===== config.mk =====
export PLATFORM = sky130hd
export DESIGN_NAME = bp_be_trace_ring_arbiter
export DESIGN_NICKNAME = d
export VERILOG_FILES = /design/src/rtl/bp_be_trace_ring_arbiter.sv
export SDC_FILE = /design/constraint.sdc
export NUM_CORES = 1
export LEC_CHECK = 0
export BUFFER_PORTS_ARGS = -buffer_cell sky130_fd_sc_hd__buf_2
export CAP_MARGIN = 15
export CORE_MARGIN = 2
export CORE_UTILIZATION = 63
export CTS_CLUSTER_DIAMETER = 100
export DETAILED_ROUTE_END_ITERATION = 8
export PLACE_DENSITY = 0.85
export RECOVER_POWER = 100
export SETUP_SLACK_MARGIN = 0.1
export SLEW_MARGIN = 30
export SYNTH_ARGS = -nofsm -noshare
export SYNTH_HDL_FRONTEND = slang
export SYNTH_SLANG_ARGS = --single-unit

===== constraint.sdc =====
create_clock -name clk_i -period 12.4 [get_ports clk_i]
set_input_delay 3.1 -clock clk_i [delete_from_list [all_inputs] [get_ports clk_i]]
set_output_delay 3.1 -clock clk_i [all_outputs]
set_load 0.05 [all_outputs]

===== src/rtl/bp_be_trace_ring_arbiter.sv =====
// ---------------------------------------------------------------------------
// bp_be_trace_ring_arbiter
//
// Shares one trace-ring output link between num_src_p commit-trace sources.
// Each source writes into a private FIFO. A round-robin arbiter moves FIFO
// heads into a single registered output stage. Every packet carries its
// source index as a tag. Sources do not honour backpressure, so a push into
// a full FIFO is dropped. Each drop increments a saturating per-source
// counter and sets a sticky per-source overflow flag.
//
// Ports:
//   clk_i          clock, rising edge
//   reset_n_i      asynchronous active-low reset
//   src_data_i     packed packets, source i in slice i
//   src_v_i        per-source packet valid
//   src_ready_o    per-source "FIFO not full" (advisory only)
//   enable_i       capture enable; when low, source inputs are ignored
//   clear_i        synchronous clear of drop counters and overflow flags
//   data_o         {src_id, payload} of the packet being presented
//   v_o            output valid
//   ready_i        downstream ready
//   drop_count_o   per-source saturating drop counters, packed
//   overflow_o     per-source sticky overflow flags
// ---------------------------------------------------------------------------
module bp_be_trace_ring_arbiter #(
   parameter int num_src_p          = 2,
   parameter int trace_ring_width_p = 129,
   parameter int fifo_els_p         = 4,
   parameter int cnt_width_p        = 16,
   localparam int src_id_width_lp   = (num_src_p > 1) ? $clog2(num_src_p) : 1
) (
   input  logic                                          clk_i,
   input  logic                                          reset_n_i,
   input  logic [num_src_p*trace_ring_width_p-1:0]       src_data_i,
   input  logic [num_src_p-1:0]                          src_v_i,
   output logic [num_src_p-1:0]                          src_ready_o,
   input  logic                                          enable_i,
   input  logic                                          clear_i,
   output logic [src_id_width_lp+trace_ring_width_p-1:0] data_o,
   output logic                                          v_o,
   input  logic                                          ready_i,
   output logic [num_src_p*cnt_width_p-1:0]              drop_count_o,
   output logic [num_src_p-1:0]                          overflow_o
);

   localparam int ptr_width_lp = (fifo_els_p > 1) ? $clog2(fifo_els_p) : 1;
   localparam int occ_width_lp = $clog2(fifo_els_p + 1);
   localparam int out_width_lp = src_id_width_lp + trace_ring_width_p;

   logic [num_src_p-1:0]                         full_s;
   logic [num_src_p-1:0]                         nonempty_s;
   logic [num_src_p-1:0]                         push_s;
   logic [num_src_p-1:0]                         drop_s;
   logic [num_src_p-1:0]                         pop_s;
   logic [num_src_p-1:0][trace_ring_width_p-1:0] head_s;

   logic                       load_ok_s;
   logic                       grant_v_s;
   logic [src_id_width_lp-1:0] grant_idx_s;

   logic [out_width_lp-1:0]    data_q, data_d;
   logic                       v_q, v_d;
   logic [src_id_width_lp-1:0] ptr_q, ptr_d;

   // ------------------------------------------------------------------------
   // Per-source FIFO, drop counter and overflow flag
   // ------------------------------------------------------------------------
   for (genvar i = 0; i < num_src_p; i++) begin : g_src
      logic [trace_ring_width_p-1:0] mem_q [fifo_els_p];
      logic [ptr_width_lp-1:0]       wr_ptr_q, wr_ptr_d;
      logic [ptr_width_lp-1:0]       rd_ptr_q, rd_ptr_d;
      logic [occ_width_lp-1:0]       occ_q, occ_d;
      logic [cnt_width_p-1:0]        cnt_q, cnt_d;
      logic                          ovf_q, ovf_d;

      // Full is decoded from registered occupancy only, so a pop in the
      // same cycle never makes room for a push.
      assign full_s[i]     = (occ_q == occ_width_lp'(fifo_els_p));
      assign nonempty_s[i] = (occ_q != {occ_width_lp{1'b0}});
      assign push_s[i]     = src_v_i[i] & enable_i & ~full_s[i];
      assign drop_s[i]     = src_v_i[i] & enable_i & full_s[i];
      assign pop_s[i]      = load_ok_s & grant_v_s & (grant_idx_s == src_id_width_lp'(i));
      assign head_s[i]     = mem_q[rd_ptr_q];

      assign src_ready_o[i]                                 = ~full_s[i];
      assign drop_count_o[i*cnt_width_p +: cnt_width_p]     = cnt_q;
      assign overflow_o[i]                                  = ovf_q;

      // Next-state for FIFO pointers, occupancy and drop bookkeeping
      always_comb begin
         wr_ptr_d = wr_ptr_q;
         rd_ptr_d = rd_ptr_q;
         occ_d    = occ_q;
         cnt_d    = cnt_q;
         ovf_d    = ovf_q;

         if (push_s[i]) begin
            wr_ptr_d = (wr_ptr_q == ptr_width_lp'(fifo_els_p - 1)) ? {ptr_width_lp{1'b0}}
                                                                   : wr_ptr_q + 1'b1;
         end else begin
            wr_ptr_d = wr_ptr_q;
         end

         if (pop_s[i]) begin
            rd_ptr_d = (rd_ptr_q == ptr_width_lp'(fifo_els_p - 1)) ? {ptr_width_lp{1'b0}}
                                                                   : rd_ptr_q + 1'b1;
         end else begin
            rd_ptr_d = rd_ptr_q;
         end

         case ({push_s[i], pop_s[i]})
            2'b10:   occ_d = occ_q + 1'b1;
            2'b01:   occ_d = occ_q - 1'b1;
            default: occ_d = occ_q;
         endcase

         // Clear wins over a drop in the same cycle.
         if (clear_i) begin
            cnt_d = {cnt_width_p{1'b0}};
            ovf_d = 1'b0;
         end else if (drop_s[i]) begin
            cnt_d = (cnt_q == {cnt_width_p{1'b1}}) ? cnt_q : cnt_q + 1'b1;
            ovf_d = 1'b1;
         end else begin
            cnt_d = cnt_q;
            ovf_d = ovf_q;
         end
      end

      // FIFO control and statistics registers
      always_ff @(posedge clk_i or negedge reset_n_i) begin
         if (!reset_n_i) begin
            wr_ptr_q <= {ptr_width_lp{1'b0}};
            rd_ptr_q <= {ptr_width_lp{1'b0}};
            occ_q    <= {occ_width_lp{1'b0}};
            cnt_q    <= {cnt_width_p{1'b0}};
            ovf_q    <= 1'b0;
         end else begin
            wr_ptr_q <= wr_ptr_d;
            rd_ptr_q <= rd_ptr_d;
            occ_q    <= occ_d;
            cnt_q    <= cnt_d;
            ovf_q    <= ovf_d;
         end
      end

      // FIFO storage; contents are don't-care while occupancy is zero
      always_ff @(posedge clk_i) begin
         if (push_s[i]) begin
            mem_q[wr_ptr_q] <= src_data_i[i*trace_ring_width_p +: trace_ring_width_p];
         end
      end
   end

   // Round-robin search: candidates are visited farthest-first so the one
   // nearest to ptr_q+1 overrides earlier hits.
   always_comb begin
      logic [src_id_width_lp-1:0] cand_s;
      logic                       hit_s;
      load_ok_s   = ~v_q | ready_i;
      grant_v_s   = 1'b0;
      grant_idx_s = ptr_q;
      cand_s      = ptr_q;
      hit_s       = 1'b0;
      for (int off = num_src_p; off >= 1; off--) begin
         cand_s      = src_id_width_lp'((int'(ptr_q) + off) % num_src_p);
         hit_s       = nonempty_s[cand_s];
         grant_v_s   = grant_v_s | hit_s;
         grant_idx_s = hit_s ? cand_s : grant_idx_s;
      end
   end

   // Output stage next-state: load on grant, go idle when nothing to send
   always_comb begin
      v_d    = v_q;
      data_d = data_q;
      ptr_d  = ptr_q;
      if (load_ok_s) begin
         if (grant_v_s) begin
            v_d    = 1'b1;
            data_d = {grant_idx_s, head_s[grant_idx_s]};
            ptr_d  = grant_idx_s;
         end else begin
            v_d    = 1'b0;
         end
      end else begin
         v_d = v_q;
      end
   end

   // Output stage and round-robin pointer registers
   always_ff @(posedge clk_i or negedge reset_n_i) begin
      if (!reset_n_i) begin
         v_q    <= 1'b0;
         data_q <= {out_width_lp{1'b0}};
         ptr_q  <= src_id_width_lp'(num_src_p - 1);
      end else begin
         v_q    <= v_d;
         data_q <= data_d;
         ptr_q  <= ptr_d;
      end
   end

   assign v_o    = v_q;
   assign data_o = data_q;

endmodule


# Word level (Yosys, flattened, before mapping)

Memory sizes are Yosys's and may differ from the RTL's.
Index checks and enable logic that the tools add are counted.

Input port bits: 265
Word-level logic and storage cells: 97
Output and inout bits: 167
Register bits after elaboration: 180
Memories kept: 2
Memory bits (writable): 1032

Memory list:

| memory         | depth | width | rd ports | clocked after memory_dff | write ports | line | RTL |
|---|---|---|---|---|---|---|---|
| g_src[0].mem_q | 4     | 129   | 1        | 0                        | 1           | 69   | `logic [trace_ring_width_p-1:0] mem_q [fifo_els_p];` |
| g_src[1].mem_q | 4     | 129   | 1        | 0                        | 1           | 69   |  |

Add/subtract/negate cells: 12
Bitwise operators: 15
Magnitude comparators: 3
Reduce and logical (&&, ||, !) cells: 9
Eq/ne operators: 14
Muxes and demuxes: 29

Operator list:

| cell                    | number |
|---|---|
| $mux W129               | 2 |
| $mux W16                | 6 |
| $add A16 B1 Y16 const B | 2 |
| $eq A16 B16 Y1 const B  | 2 |
| $mux W1                 | 15 |
| $eq A2 B2 Y1 const B    | 6 |
| $pmux W3 S2             | 2 |
| $and A1 B1 Y1           | 9 |
| $add A2 B1 Y2 const B   | 4 |
| $mux W2                 | 4 |
| $reduce_bool A2 Y1      | 4 |
| $add A3 B1 Y3 const B   | 2 |
| $eq A3 B3 Y1 const B    | 2 |
| $lt A1 B2 Y1 const B    | 3 |
| $reduce_and A2 Y1       | 3 |
| $reduce_bool A3 Y1      | 2 |
| $sub A3 B1 Y3 const B   | 2 |
| $eq A2 B1 Y1 const B    | 2 |
| $ne A2 B2 Y1 const B    | 2 |
| $not A1 Y1              | 4 |
| $add A1 B1 Y1 const B   | 2 |
| $or A1 B1 Y1            | 2 |

# Logic depth before layout (Yosys ltp)

Gate-level depths: netlist (run 1).

Depth in word-level cells: 9
Mapped depth: 11
Gate-level depth less buffers: 10

# Worst setup path before layout (run 1)

OpenSTA, ideal clock, no wires.

Kind: input port to flip-flop
Start point: input port src_v_i[1]
End point: memory g_src[1].mem_q[0][0] (enable)
Buffers on the path: 0
Required time: 11.897 ns
Cell stages on the path: 3
Arrival time: 6.567 ns
Slack: 5.329 ns
Library setup time: 0.503 ns
Cells stage by stage: nand2_1 -> nor2_1 -> and2_1

Cells in the longest elaborated chain, start to end: 4

RTL lines:

| element                       | line | RTL |
|---|---|---|
| from (decl)                   | 35   | `input logic [num_src_p-1:0] src_v_i,` |
| $and A1 B1 Y1 (2 in series)   | 80   | `assign push_s[i] = src_v_i[i] & enable_i & ~full_s[i];` |
| $mux W1                       | 149  | `if (push_s[i]) begin` |
| $mux W1 (implied by the code) | 150  | `mem_q[wr_ptr_q] <= src_data_i[i*trace_ring_width_p +: trace_ring_width_p];` |
| to (decl)                     | 69   |  |

Every way passes these cells.

# Worst setup path in the final report (run 1)

Start point: input port enable_i
End point: memory g_src[1].mem_q[0][46] (enable)

Cells in the longest elaborated chain, start to end: 4

RTL lines:

| element                       | line | RTL |
|---|---|---|
| from (decl)                   | 37   | `input logic enable_i,` |
| $and A1 B1 Y1 (2 in series)   | 80   |  |
| $mux W1                       | 149  |  |
| $mux W1 (implied by the code) | 150  |  |

Every way passes these cells.

==> run_results.csv, run 1 <==
group,metric,value,unit
outcome,status,"finished, violations left",
outcome,violations,"max-capacitance violations, max-slew violations",
logic_synthesis,ys_seq_elements,1212,
clocking,clkTransAtPathRegs,0.06,ns
timing,worst_pin_slew,5.08,ns
clocking,cts_resized,0,
detailed_routing,via_count,24100,
floorplanning,ioPinCount,432,
logic_synthesis,synth_fa_ha_area_share,0.476,%
timing,rsz0062_at_grt,"no",
global_route,grt_overflow,0,
timing,timing_hold_violations_final,0,
critical_path,critPathMaxStageDelay,3.42,ns
timing,max_freq,118,MHz
logic_synthesis,async_flop_share,14.9,%
placed_design,port_buffers,431,
clocking,insertion_delay,0.67,ns
detailed_routing,ant_nets,0,
critical_path,crit_chain,"clkbuf_1 > nand2_1 > nor2_1 > and2_0 > clkbuf_1",
logic_synthesis,synth_compound_area_share,3.87,%
detailed_routing,first_pass_iters,7,
logic_synthesis,synth_edf_count,1032,
logic_synthesis,syn-cell-area,0.0453,mm²
power,ir_drop,172,µV
timing,tns,0,ns
logic_synthesis,synthCells,2084,
detailed_routing,avgViaCountPerCell,6.61,
critical_path,crit_buf_inv,2,
timing,finalClockSkew,0.0239,ns
clocking,cts_tree,"done",
global_route,grt_start_max_net_pins,81,
critical_path,worstSetupEndpointType,"register",
finish,fin_nets,2837,
detailed_routing,remaining_drc_errors,0,
timing,slew-limit-headroom,-239,%
clocking,ctsHoldBuffers,0,
worst_hold_path,hp-class,"reg2reg",
timing,fin_hold_ws,0.507,ns
timing,min_period,8.46,ns
detailed_routing,wire_per_inst,31.0,µm
critical_path,setup.worst_path.start_class,"input port",
clocking,cts_setup_buffers,0,
global_route,track_usage,30.6,%
logic_synthesis,yosys.area_share.simple,1.68,%
flow_run,maxCapViolations,14,
clocking,root_buffer,"clkbuf_16",
timing,timing.final.crit_share,68.2,%
floorplanning,fp.dieW,272,µm
logic_synthesis,synth.area.mux_share,13.1,%
detailed_routing,drt_iter0_drc,3587,
finish,syn_to_final_growth,14.1,%
logic_synthesis,synth_warnings,0,
critical_path,required,12.55,ns
floorplanning,rows,98,
clocking,ctsLongestPathBuffers,3,
global_route,antenna_found_initial,50,
critical_path,crit_fanout,69,
finish,drive_above_1_share,17.9,%
critical_path,crit_top_cell,"clkbuf_1",
floorplanning,core-area,0.0712,mm²
logic_synthesis,synthFlopType,"edfxtp_1",
critical_path,crit_type,"in2reg",
power,p_leak,17.3,nW
logic_synthesis,synth_top_family_by_area,"multiplexers",
clocking,cts_made_buffers,115,
placed_design,gp_congestion,0.855,
power,power.density,241,mW/mm²
clocking,numClockSinks,1212,
critical_path,critPathTopFamily,"buffers and inverters",
global_route,grt_pass1_vias,24700,
timing,drv_slew,626,
global_route,grt_first_pass_wirelength,164,mm
critical_path,cpMaxStageDelayCell,"clkbuf_1",
logic_synthesis,yosysSeqAreaShare,78.4,%
logic_synthesis,synthXorXnorAreaFrac,0.116,%
logic_synthesis,avgSynthCellArea,21.7,µm²
logic_synthesis,ys_types,60,
detailed_routing,wirelength,113,mm
floorplanning,die-area,0.0740,mm²
clocking,htree_levels,3,
logic_synthesis,syn_nets,2365,
placed_design,dp_hpwl,65.2,mm
floorplanning,start_util,63.5,%
timing,setup_violations,0,
critical_path,cp_data_arrival_time,8.60,ns
floorplanning,fp.dieH,272,µm
final timing paths:
| kind | startpoint | end | slack (ns) | cells past startpoint |
|---|---|---|---|---|
| min in group asynchronous | reset_n_i | data_o[11] | 4.28 | 1 |
| max | enable_i | g_src[1].mem_q[0][46] | 3.94 | 5 |
| max reg2reg | g_src[1].occ_q[2] | g_src[1].mem_q[0][46] | 6.13 | 4 |
| max in group asynchronous | reset_n_i | g_src[0].rd_ptr_q[0] | 5.19 | 2 |
| min reg2reg | ptr_q | ptr_q | 0.51 | 2 |
| min | ptr_q | ptr_q | 0.51 | 2 |
logic make-up (layout without fill, tap and decap cells):
family                     count (synthesis)  after routing
muxes                                    267            267
xor gates and xnor gates                   6              6
adders and majority gates                 16             16
DFF                                     1212           1212
buffers and inverters                    264            834
other                                      0             40
and+or+nand+nor                          123            123
AOI/OAI and AO/OA                        196            196
worst reg2reg max path: stages, from the launching register on:
cell and delay [ns]:
dfrtp_1 0.44, nor3b_1 0.21, nor2_1 0.52, and2_0 1.09, clkbuf_1 3.43
per-stage QoR:
stage / std cells / power [mW] / util [%] / cell area, µm² / worst slack (ns)
global route: 3632 / 12.8 / 72.4 / 51600 / 3.46
finish: 3644 / 12.4 / 72.5 / 51600 / 3.94
CTS: 3600 / 12.5 / 73.2 / 52200 / 6.90
floorplan: 2084 / 8.01 / - / 45300 / 5.33
detailed placement: 3385 / 9.05 / 68.1 / 48500 / 6.20
global placement: 3382 / 8.89 / 67.9 / 48400 / 6.14
cell usage after synthesis (4+ instances only):
library cell | count | share of area, %
dfrtp_1 | 179 | 9.9
o21ai_0 | 10 | 0.11
buf_4 | 4 | 0.066
nor4_1 | 4 | 0.055
or4_1 | 7 | 0.12
mux2_2 | 6 | 0.15
nand4_1 | 10 | 0.14
a21oi_1 | 23 | 0.25
mux4_2 | 258 | 13
buf_2 | 41 | 0.45
and2_1 | 9 | 0.12
nand2_1 | 18 | 0.15
nand3_1 | 15 | 0.17
nor2_1 | 23 | 0.19
xor2_1 | 4 | 0.077
o31ai_1 | 7 | 0.12
ha_1 | 14 | 0.39
a311oi_1 | 5 | 0.097
clkbuf_1 | 61 | 0.51
inv_1 | 153 | 1.3
edfxtp_1 | 1032 | 68
a222oi_1 | 129 | 2.9
a31o_2 | 4 | 0.077
and4_1 | 9 | 0.17
report_power, final:
group	internal (mW)	total [mW]	switching [mW]
registers	5.07	5.45	0.377
logic	1.25	3.55	2.30
clock network	1.95	3.42	1.47
total	8.27	12.4	4.15
metal layers:
metal | wire (µm) | GRT usage (%) | share of wire, %
met5 | 229 | 0 | 0.20
met2 | 56900 | 50.3 | 50
met4 | 5120 | 13.5 | 4.5
met3 | 11700 | 6.59 | 10
met1 | 39000 | 40.3 | 35
final cells by class:
type | count | area [µm²]
Sequential cell | 1212 | 35500
Timing Repair Buffer | 465 | 1920
Clock buffer | 173 | 3290
Antenna cell | 40 | 100
Clock inverter | 42 | 384
Fill cell | 4085 | 19600
Multi-Input combinational cell | 608 | 8660
Tap cell | 950 | 1190
Inverter | 154 | 578
cell usage in the layout, fill, tap and decap left out, drive strengths merged, types with 14 or more instances in the layout:
cell / count
nor2: 23
clkinv: 30
a21oi: 23
a222oi: 129
clkbuf: 608
dfrtp: 179
nand3: 15
diode: 40
edfxtp: 1032
mux4: 258
ha: 14
inv: 154
nand2: 18
buf: 30
flip-flops by register name, indices dropped and copies added, names as in the netlist:
name / count
ptr_q: 1
v_o: 1
g_src.wr_ptr_q: 4
g_src.occ_q: 6
data_o: 130
g_src.mem_q: 1032
g_src.ovf_q: 2
g_src.cnt_q: 32
g_src.rd_ptr_q: 4
(Power assumes the default switching activity.)
==> inputs of run 2 (changes only) <==
--- a/config.mk
+++ b/config.mk
@@ -8,10 +8,10 @@
 export BUFFER_PORTS_ARGS = -buffer_cell sky130_fd_sc_hd__buf_2
 export CAP_MARGIN = 15
 export CORE_MARGIN = 2
-export CORE_UTILIZATION = 63
+export CORE_UTILIZATION = 53
 export CTS_CLUSTER_DIAMETER = 100
 export DETAILED_ROUTE_END_ITERATION = 8
-export PLACE_DENSITY = 0.85
+export PLACE_DENSITY = 0.76
 export RECOVER_POWER = 100
 export SETUP_SLACK_MARGIN = 0.1
 export SLEW_MARGIN = 30
==> constraint.sdc (replaced) <==
create_clock -name clk_i -period 7.15 [get_ports clk_i]
set_input_delay 1.7875 -clock clk_i [delete_from_list [all_inputs] [get_ports clk_i]]
set_output_delay 1.7875 -clock clk_i [all_outputs]
set_load 0.05 [all_outputs]
==> run_results.csv, run 2 (same netlist as run 1, synthesis figures left out) <==
group,metric,value,unit
timing,timing_hold_violations_final,0,
clocking,insertion_delay,0.70,ns
global_route,grt_overflow,0,
timing,setup_violations,0,
power,ir_drop,295,µV
critical_path,crit_fanout,82,
clocking,cts_tree,"done",
power,fin_total_pwr,21.8,mW
power,power.density,418,mW/mm²
clocking,root_buffer,"clkbuf_16",
timing,timing.final.crit_share,73.5,%
floorplanning,core-area,0.0849,mm²
detailed_routing,remaining_drc_errors,0,
detailed_routing,avgViaCountPerCell,6.10,
critical_path,critPathMaxStageDelay,2.17,ns
detailed_routing,wire_per_inst,27.7,µm
clocking,cts_setup_buffers,0,
finish,fin_nets,2832,
floorplanning,start_util,53.3,%
critical_path,cpMaxStageDelayCell,"clkbuf_2",
timing,min_period,5.25,ns
detailed_routing,wirelength,106,mm
timing,worst_pin_slew,3.93,ns
finish,area.sequential,0.0355,mm²
critical_path,crit_type,"in2reg",
detailed_routing,first_pass_iters,6,
finish,drive_above_1_share,18.4,%
global_route,grt_start_max_net_pins,130,
floorplanning,fp.dieW,296,µm
clocking,clkTransAtPathRegs,0.06,ns
global_route,track_usage,24.0,%
worst_hold_path,hp-class,"reg2reg",
timing,tns,0,ns
timing,max_freq,190,MHz
finish,syn_to_final_growth,15.5,%
critical_path,cp_data_arrival_time,5.48,ns
finish,final_common_cell,"edfxtp_1",
outcome,violations,"max-capacitance violations, max-slew violations",
clocking,ctsHoldBuffers,0,
timing,slew-limit-headroom,-162,%
critical_path,crit_chain,"clkbuf_1 > and3_1 > and2_4 > clkbuf_2",
floorplanning,die-area,0.0877,mm²
critical_path,setup.worst_path.start_class,"input port",
placed_design,dp_hpwl,62.1,mm
finish,largest_reg_flops,1032,
detailed_routing,drt_iter0_drc,2536,
power,p_leak,17.5,nW
clocking,htree_levels,3,
critical_path,required,7.38,ns
timing,drv_slew,611,
global_route,grt_first_pass_wirelength,154,mm
clocking,cts_resized,0,
timing,finalClockSkew,0.0279,ns
detailed_routing,via_count,23300,
clocking,cts_made_buffers,115,
finish,top_register,"g_src.mem_q",
finish,final_cell_mix,"1032 x edfxtp_1, 454 x clkbuf_1, 258 x mux4_2, 176 x dfrtp_1, 153 x inv_1",
floorplanning,rows,107,
critical_path,worstSetupEndpointType,"register",
placed_design,port_buffers,431,
global_route,grt_pass1_vias,23900,
finish,fillCellCount,6047,
flow_run,maxCapViolations,13,
timing,rsz0062_at_grt,"no",
detailed_routing,ant_nets,0,
finish,multi_input_area,0.00866,mm²
placed_design,gp_congestion,0.808,
floorplanning,ioPinCount,432,
outcome,status,"finished, violations left",
floorplanning,fp.dieH,296,µm
clocking,ctsLongestPathBuffers,3,
clocking,numClockSinks,1212,
global_route,antenna_found_initial,44,
## run 2: cell types whose count changed in the layout (fill, tap and decap cells not counted), sizes merged
| cell | previous run | this run |
|---|---|---|
| clkinv | 30 | 37 |
| diode | 40 | 22 |
| inv | 154 | 158 |
| clkbuf | 608 | 583 |
| clkinvlp | 6 | 8 |
| bufinv | 6 | 18 |
| buf | 30 | 28 |
## run 2: routing by layer
metal / track usage [%] / vias to the layer above / part of all wire, %
met2: 40.3 / 1134 / 52
met3: 5.67 / 238 / 8.5
met4: 9.28 / 44 / 3.4
met5: 0 / - / 0.26
li1: - / 9685 / -
met1: 30.4 / 12200 / 36
## run 2: power breakdown
group	internal (mW)	switching, mW
logic	2.24	3.83
clock network	3.74	2.60
registers	8.77	0.665
## run 2: critical path: cells and delay by family
kind / cells / cell delay (ns)
simple gates: 2 / 1.19
buf+inv: 2 / 2.37
## run 2: final timing paths
kind	depth (start not counted)	end	startpoint	slack, ns
min	1	g_src[0].occ_q[2]	g_src[0].occ_q[2]	0.50
max in group asynchronous	2	g_src[1].rd_ptr_q[1]	reset_n_i	2.62
max	4	g_src[0].mem_q[1][19]	enable_i	1.90
min reg2reg	1	g_src[0].occ_q[2]	g_src[0].occ_q[2]	0.50
max reg2reg	4	data_o[59]	g_src[0].rd_ptr_q[1]	2.03
min in group asynchronous	1	g_src[0].cnt_q[14]	reset_n_i	2.26
## run 2: layout make-up
cell class,instances,share of cell area (%)
tap,1144,2.74
timing repair buffer,460,3.90
multi-input combinational,608,16.6
inverter,154,1.11
clock inverter,67,1.68
antenna,22,0.105
sequential,1212,67.9
clock buffer,151,5.98
## run 2: metrics by stage
| stage | hold WS [ns] | worst slack [ns] | instances | util, % | instance area (µm²) |
|---|---|---|---|---|---|
| 6_report | 0.500 | 1.90 | 3818 | 61.6 | 52300 |
| 5_1_grt | 0.507 | 1.69 | 3815 | 61.6 | 52300 |
| 3_5_place_dp | 0.493 | 2.84 | 3576 | 57.5 | 48800 |
| 4_1_cts | 0.504 | 3.36 | 3794 | 62.3 | 52800 |
| 3_3_place_gp | 0.484 | 2.70 | 3571 | 57.4 | 48700 |
| 2_1_floorplan | 0.455 | 1.39 | 2084 | - | 45300 |
